===== config.mk =====
export PLATFORM = sky130hd
export DESIGN_NAME = wr_ptr_full
export DESIGN_NICKNAME = d
export VERILOG_FILES = /design/src/rtl/fifo_pkg.sv /design/src/rtl/ptr_sync.sv /design/src/rtl/wr_ptr_full.sv
export SDC_FILE = /design/constraint.sdc
export NUM_CORES = 1
export LEC_CHECK = 0
export ABC_CLOCK_PERIOD_IN_PS = 2900
export CORE_UTILIZATION = 40
export DETAILED_ROUTE_END_ITERATION = 8
export DONT_BUFFER_PORTS = 1
export GPL_TIMING_DRIVEN = 1
export PLACE_DENSITY = 0.63
export SLEW_MARGIN = 0
export SYNTH_ARGS = -nofsm -noshare
export SYNTH_HDL_FRONTEND = slang
export SYNTH_SLANG_ARGS = --single-unit

===== constraint.sdc =====
create_clock -name wr_clk -period 2.9 [get_ports wr_clk]
set_clock_uncertainty 0.05 [all_clocks]
set_input_delay 0.725 -clock wr_clk [delete_from_list [all_inputs] [get_ports wr_clk]]
set_output_delay 0.725 -clock wr_clk [all_outputs]
set_load 0.02 [all_outputs]

===== src/rtl/fifo_pkg.sv =====
// Shared pointer helpers for the dual-clock FIFO write/read controllers.
package fifo_pkg;

    // Default memory address width; pointers carry one extra wrap bit.
    localparam int unsigned ADD_WIDTH_DEF = 3;
    localparam int unsigned PTR_W         = ADD_WIDTH_DEF + 1;

    // Working width of the code converters; any pointer up to this width
    // is zero-extended in and truncated back out by the caller.
    localparam int unsigned CODE_W = 32;

    // Binary to reflected Gray code.
    function automatic logic [CODE_W-1:0] bin2gray(input logic [CODE_W-1:0] b);
        return b ^ (b >> 1);
    endfunction

    // Reflected Gray code to binary (prefix XOR from the MSB down).
    function automatic logic [CODE_W-1:0] gray2bin(input logic [CODE_W-1:0] g);
        logic [CODE_W-1:0] b;
        b[CODE_W-1] = g[CODE_W-1];
        for (int i = CODE_W - 2; i >= 0; i--) begin
            b[i] = b[i+1] ^ g[i];
        end
        return b;
    endfunction

endpackage


===== src/rtl/ptr_sync.sv =====
// Multi-flop synchronizer for a Gray-coded pointer crossing clock domains.
module ptr_sync #(
    parameter int unsigned WIDTH  = 4,
    parameter int unsigned STAGES = 2
) (
    input  logic             clk_i,
    input  logic             rst_ni,
    input  logic [WIDTH-1:0] d_i,
    output logic [WIDTH-1:0] q_o
);

    logic [WIDTH-1:0] sync_q [STAGES];

    // Shift the foreign pointer through the flop chain; sync reset clears all stages.
    always_ff @(posedge clk_i) begin
        if (!rst_ni) begin
            for (int unsigned i = 0; i < STAGES; i++) begin
                sync_q[i] <= '0;
            end
        end else begin
            sync_q[0] <= d_i;
            for (int unsigned i = 1; i < STAGES; i++) begin
                sync_q[i] <= sync_q[i-1];
            end
        end
    end

    assign q_o = sync_q[STAGES-1];

endmodule


===== src/rtl/wr_ptr_full.sv =====
// Write-domain pointer and full/almost-full/level/overflow status for the async FIFO.
module wr_ptr_full
    import fifo_pkg::*;
#(
    parameter int unsigned ADD_WIDTH   = ADD_WIDTH_DEF,
    parameter int unsigned SYNC_STAGES = 2,
    parameter int unsigned AF_LEVEL    = 6
) (
    input  logic                 wr_clk,
    input  logic                 wr_rst,
    input  logic                 wr_en,
    input  logic [ADD_WIDTH:0]   rd_ptr_gray,
    output logic [ADD_WIDTH-1:0] wr_addrs,
    output logic                 wr_accept,
    output logic [ADD_WIDTH:0]   wr_ptr_gray,
    output logic                 wr_full,
    output logic                 wr_almost_full,
    output logic [ADD_WIDTH:0]   wr_level,
    output logic                 wr_overflow
);

    localparam int unsigned PW = ADD_WIDTH + 1;

    logic [PW-1:0] bin_q, bin_d;
    logic [PW-1:0] gray_q, gray_d;
    logic [PW-1:0] level_q, level_d;
    logic          full_q, full_d;
    logic          af_q, af_d;
    logic          ovf_q, ovf_d;
    logic          accept_c;
    logic [PW-1:0] rq;
    logic [PW-1:0] rq_bin;
    logic [PW-1:0] full_cmp;

    // Bring the read pointer into the write domain (Gray only crosses).
    ptr_sync #(
        .WIDTH  (PW),
        .STAGES (SYNC_STAGES)
    ) u_rd_sync (
        .clk_i  (wr_clk),
        .rst_ni (wr_rst),
        .d_i    (rd_ptr_gray),
        .q_o    (rq)
    );

    // Next pointer and status, all computed from the post-edge pointer.
    always_comb begin
        accept_c = wr_en & ~full_q & wr_rst;
        bin_d    = bin_q + PW'(accept_c);
        gray_d   = PW'(bin2gray(CODE_W'(bin_d)));
        rq_bin   = PW'(gray2bin(CODE_W'(rq)));
        // Full when write is exactly one lap ahead: top two Gray bits inverted.
        full_cmp = rq ^ (PW'(3) << (PW - 2));
        full_d   = (gray_d == full_cmp);
        level_d  = bin_d - rq_bin;
        af_d     = (level_d >= PW'(AF_LEVEL));
        ovf_d    = ovf_q | (wr_en & full_q);
    end

    // State registers with synchronous active-low reset.
    always_ff @(posedge wr_clk) begin
        if (!wr_rst) begin
            bin_q   <= '0;
            gray_q  <= '0;
            level_q <= '0;
            full_q  <= 1'b0;
            af_q    <= 1'b0;
            ovf_q   <= 1'b0;
        end else begin
            bin_q   <= bin_d;
            gray_q  <= gray_d;
            level_q <= level_d;
            full_q  <= full_d;
            af_q    <= af_d;
            ovf_q   <= ovf_d;
        end
    end

    assign wr_addrs       = bin_q[ADD_WIDTH-1:0];
    assign wr_accept      = accept_c;
    assign wr_ptr_gray    = gray_q;
    assign wr_full        = full_q;
    assign wr_almost_full = af_q;
    assign wr_level       = level_q;
    assign wr_overflow    = ovf_q;

endmodule

---- Yosys cells after proc, flatten, opt, wreduce, memory -nomap -nowiden ----
Memories as Yosys holds them, arrays and structs flattened.
Cells that the tools add are included.
cells by class
  add/subtract/negate cells ............... 2
  $mul .................................... 0
  div/mod/pow operators ................... 0
  magnitude comparators ................... 1
  equal/unequal tests ..................... 1
  shifts and indexed selects .............. 0
  mux-type cells .......................... 4
  bitwise logic cells ..................... 12
  reduce and logical (&&, ||, !) cells .... 0
operators by type and width
  cell                                                                   count
  4-bit two-way mux                                                      2
  4-bit by 1-bit adder with 4-bit output                                 1
  4-bit == test                                                          1
  4-bit by 3-bit >= comparator with 1-bit output, second input constant  1
  4-bit subtractor                                                       1
  4-bit by 3-bit bitwise XOR with 4-bit output                           1
  1-bit bitwise AND                                                      3
  1-bit bitwise OR                                                       3
  1-bit bitwise XOR                                                      3
  1-bit two-way mux                                                      2
  2-bit NOT                                                              1
  1-bit NOT                                                              1
storage, ports and cells
  register bits after elaboration ......... 15
  latch bits .............................. 0
  bits in writable memories ............... 8
  ROM bits ................................ 0
  input port bits ......................... 7
  output and inout port bits .............. 15
  logic and storage cells ................. 27
  memories kept ........................... 1
memories
  memory            words  bits a word  rd ports  clocked after Yosys merged registers in  wr ports  RTL line        RTL
  u_rd_sync.sync_q  2      4            2         0                                        2         ptr_sync.sv:12  logic [WIDTH-1:0] sync_q [STAGES];

---- Logic depth before layout (Yosys ltp) ----
  depth after elaboration ................. 6
  mapped depth ............................ 11
  depth with buffers taken out ............ 10

---- Cells and area by module ----
A second synthesis with hierarchy kept.
second synthesis, totals
  cells, all modules ...................... 81
  area, all modules ....................... 894.6 um^2
modules (own cells, without submodules)
  module       times used  cells each  area each (um^2)  sequential area each (um^2)
  wr_ptr_full  1           61          654.4             280.3
  ptr_sync     1           20          240.2             160.2

---- Least setup slack after synthesis ----
OpenSTA, ideal clock, no wires.
  path type ............................... input to register
  start point ............................. input wr_rst
  end point ............................... register af_q, in the netlist wr_almost_full
  library setup time ...................... 115 ps
  arrival ................................. 3430 ps
  required time ........................... 2735 ps
  slack ................................... -694 ps
  cell stages on the path ................. 11
  buffers on the path ..................... 1
  cells stage by stage .................... inv_1 -> clkbuf_1 -> nor3b_1 -> ha_1 -> ha_1 -> xor2_2 -> ha_1 -> and3b_1 -> a211oi_1 -> xnor3_1 -> o21a_1
on the way
  longest elaborated chain between the ends .. 4
ends and longest elaborated chain
  item                                            RTL line           RTL
  start, declared                                 wr_ptr_full.sv:10  input logic wr_rst,
  1-bit bitwise AND                               wr_ptr_full.sv:48  accept_c = wr_en & ~full_q & wr_rst;
  net wr_accept                                   wr_ptr_full.sv:14  output logic wr_accept,
  4-bit by 1-bit adder with 4-bit output          wr_ptr_full.sv:49  bin_d = bin_q + PW'(accept_c);
  net bin_d[2]                                    wr_ptr_full.sv:24  logic [PW-1:0] bin_q, bin_d;
  4-bit subtractor                                wr_ptr_full.sv:55  level_d = bin_d - rq_bin;
  4-bit by 3-bit >= comparator with 1-bit output  wr_ptr_full.sv:56  af_d = (level_d >= PW'(AF_LEVEL));
  end signal, assigned                            wr_ptr_full.sv:67  af_q <= 1'b0;
  end signal, assigned                            wr_ptr_full.sv:74  af_q <= af_d;
  end, declared                                   wr_ptr_full.sv:28  logic af_q, af_d;
The timed path passes the listed nets, and every way through them passes these cells.
A chain may end at the register's enable or synchronous reset.

---- Worst setup path after layout ----
  start point ............................. register full_q, in the netlist wr_full
  end point ............................... register af_q, in the netlist wr_almost_full
on the way
  longest elaborated chain between the ends .. 6
ends and longest elaborated chain
  item                                            RTL line           RTL
  start, declared                                 wr_ptr_full.sv:27  logic full_q, full_d;
  start signal, assigned                          wr_ptr_full.sv:73  full_q <= full_d;
  1-bit NOT                                       wr_ptr_full.sv:48
  1-bit bitwise AND (2 in series)                 wr_ptr_full.sv:48
  4-bit by 1-bit adder with 4-bit output          wr_ptr_full.sv:49
  net bin_d[2]                                    wr_ptr_full.sv:24
  4-bit subtractor                                wr_ptr_full.sv:55
  4-bit by 3-bit >= comparator with 1-bit output  wr_ptr_full.sv:56
The timed path passes the listed nets, and every way through them passes these cells.

==> flow_summary.ini <==
[outcome]
status = complete, no violations

[power_and_ir_drop]
ir_drop_mv = 0.3044
finalPower_uw = 568.0
seqPwrFrac_pct = 62.6
power_density_nw_per_um2 = 567.4
intPower_uw = 413.2
combPwrFrac_pct = 13.8
p_leak_uw = 0.0004145
clock_power_share_pct = 23.7
swShare_pct = 27.25
p_sw_uw = 154.8

[worst_setup_path]
reg2reg_to = wr_almost_full
path_buf_inv = 0
cp_common_cell = ha_4
r2r_cells = 9
crit_path_end = wr_almost_full
reg2reg_slack_ns = 0.55
cp_slowest_cell = dfxtp_1
critPathLaunchType = flip-flop
startpoint = wr_full
cp_top_family = adder cells
slowest_delay_ns = 0.42
worstPathArrival_ns = 2.51
r2r_start = wr_full
worstSetupEndpointType = flip-flop
cp_data_required_time_ns = 3.06
crit_fanout = 3
cp_num_cells = 9
path_cells = nor3b_4, ha_2, ha_4, xor2_4, ha_4, and3b_1, a211oi_2, xnor3_1, o21a_1
critical_path_class = reg -> reg

[finish]
layoutNonFillerInstCount = 108
fill_cells = 202
final_nets = 96
area_growth_pct = 15.11
n_antenna_cell = 0
multi_input_area_sq_um = 461.7
utilization_pct = 50.00
seqCellArea_sq_um = 440.4
layout-drive-gt1-share_pct = 19.75

[cts]
clk_pin_slew_worst_paths_ns = 0.12
cts_hold_buf = 0
cts_buffer_depth = 2
cts_setup_buffers = 0
cts_sinks = 22
cts_made_buffers = 3
ctsRootBufferMaster = clkbuf_4
h-tree-depth = 1
clock_latency_ns = 0.30
cts_tree = built
cts_resized = 0

[sta]
period_share_pct = 81.04
fmax_ghz = 0.4255
rsz0062_at_grt = no
finalSetupViolCount = 0
slew-limit-headroom_pct = 73.27
slew_viol_final = 0
hold_viol = 0
final.setup.tns_ns = 0
fin_crit_ns = 2.350
worst_pin_slew_ns = 0.4004

[die]
placementRows = 16
core_area_sq_um = 2002
dieArea_sq_um = 2364
initial_utilization_pct = 43.44
num_io_pins = 22
die_w_um = 48.63
die_y_um = 48.63

[global_routing]
grt_use_total_pct = 12.59
grt_pass1_wl_mm = 2.228
grt_pass1_vias = 503
grt_start_max_net_pins = 14
antenna_found_initial = 0
grt_overflow = 0

[placement]
port_buffers = 0
dp_hpwl_um = 942.3
place_inst = 105
place.gp.congestion = 0.7591

[synthesis]
ys_ff_latch = 22
synthFlopType = dfxtp_1
yosysWarnings = 0
synthesis.area_sq_um = 869.6
syn_inst = 78
synthDistinctLibCells = 22
syn_nets = 91
synthArstFlopShare_pct = 0
synth-edff-count = 0
yosysSeqAreaShare_pct = 50.65
postSynthAreaPerCell_sq_um = 11.15

[detailed_routing]
antenna_left = 0
wl_per_cell_um = 11.42
via_per_inst = 4.620
drc = 0
routed_wl_mm = 1.233
vias = 499
drtIter0Drc = 6
first_pass_iters = 2

[worst_hold_path]
hold_path.class = reg -> reg
whs_path_depth = 1

[flow_run]
max-cap-violations = 0
-- stage by stage --
step           hold WS (ns)  area, sq um  worst slack [ns]
4_1_cts              0.3975         1001            0.5154
6_report             0.3926         1001            0.5500
5_1_grt              0.4056         1001            0.4134
2_1_floorplan        0.3618        958.4          -0.05429
3_3_place_gp         0.3657        978.4            0.2485
3_5_place_dp         0.3693        978.4            0.2262
-- state kept, by name (all words and copies together), names as in the netlist --
name and count:
wr_ptr_gray 3, wr_full 1, bin_q 4, wr_level 4, u_rd_sync.sync_q 8, wr_overflow 1, wr_almost_full 1
-- power by group through the flow --
stage / Clock [uW] / Sequential [uW] / Combinational, uW
after floorplan: 0 / 361 / 71.6
after global placement: 0 / 363 / 78.8
after detailed placement: 0 / 363 / 79.3
after CTS: 142 / 356 / 80.1
after global routing: 151 / 358 / 91.1
final: 135 / 355 / 78.1
-- Yosys cell counts, drive strengths merged (2+ instances only) --
library cell   n  share of area (%)
and2          11                7.9
nor2           9                3.9
dfxtp         22                 51
xnor2          4                4.0
clkbuf         2               0.86
xor2           7                8.8
ha             5                7.2
nand3          2                1.7
inv            4                1.7
a21oi          2                1.2
-- logic make-up (layout without fill, tap and decap cells) --
family          Yosys count  in the layout  synth area share, %
buf+inv                   6              9                2.590
fa+ha+maj                 6              6                9.496
simple gates             27             27                17.27
xor+xnor                 12             12                15.39
compound gates            5              5                4.605
flops                    22             22                50.65
-- area by class of cell --
class,instances,share of cell area (%)
Clock buffer,3,2.250
Multi-Input combinational cell,50,46.13
Inverter,4,2.750
Tap cell,27,3.375
Sequential cell,22,44.00
Timing Repair Buffer,2,1.500
-- how the worst min path moves through the flow --
stage	endpoint	from	slack [ns]
finish	u_rd_sync.sync_q[0][5]	u_rd_sync.sync_q[0][1]	0.39
global route	u_rd_sync.sync_q[0][6]	u_rd_sync.sync_q[0][2]	0.41
CTS	u_rd_sync.sync_q[0][6]	u_rd_sync.sync_q[0][2]	0.40
detailed placement	u_rd_sync.sync_q[0][6]	u_rd_sync.sync_q[0][2]	0.37
global placement	u_rd_sync.sync_q[0][4]	u_rd_sync.sync_q[0][0]	0.37
floorplan	u_rd_sync.sync_q[0][7]	u_rd_sync.sync_q[0][3]	0.36
-- worst reg2reg max path: stages, from the launching register on --
cell,delay (ns)
dfxtp_1,0.42
nor3b_4,0.24
ha_2,0.24
ha_4,0.16
xor2_4,0.17
ha_4,0.23
and3b_1,0.19
a211oi_2,0.15
xnor3_1,0.25
o21a_1,0.17
-- placed cells by master, fill, tap and decap left out, drive strengths merged, types with 2 or more instances in the layout --
cell	instances
a21oi	2
and2	11
buf	2
clkbuf	3
dfxtp	22
ha	5
inv	4
nand3	2
nor2	9
xnor2	4
xor2	7
-- per-layer routing --
metal  up-vias  track usage (%)  routed length, um
met5         -                0                  0
met3         0            5.031                 66
met1       230            13.27                557
met4         0            7.843                  0
met2        13            20.83                609
li1        256                -                  -
Note: power is estimated with default switching activity, not from simulation.
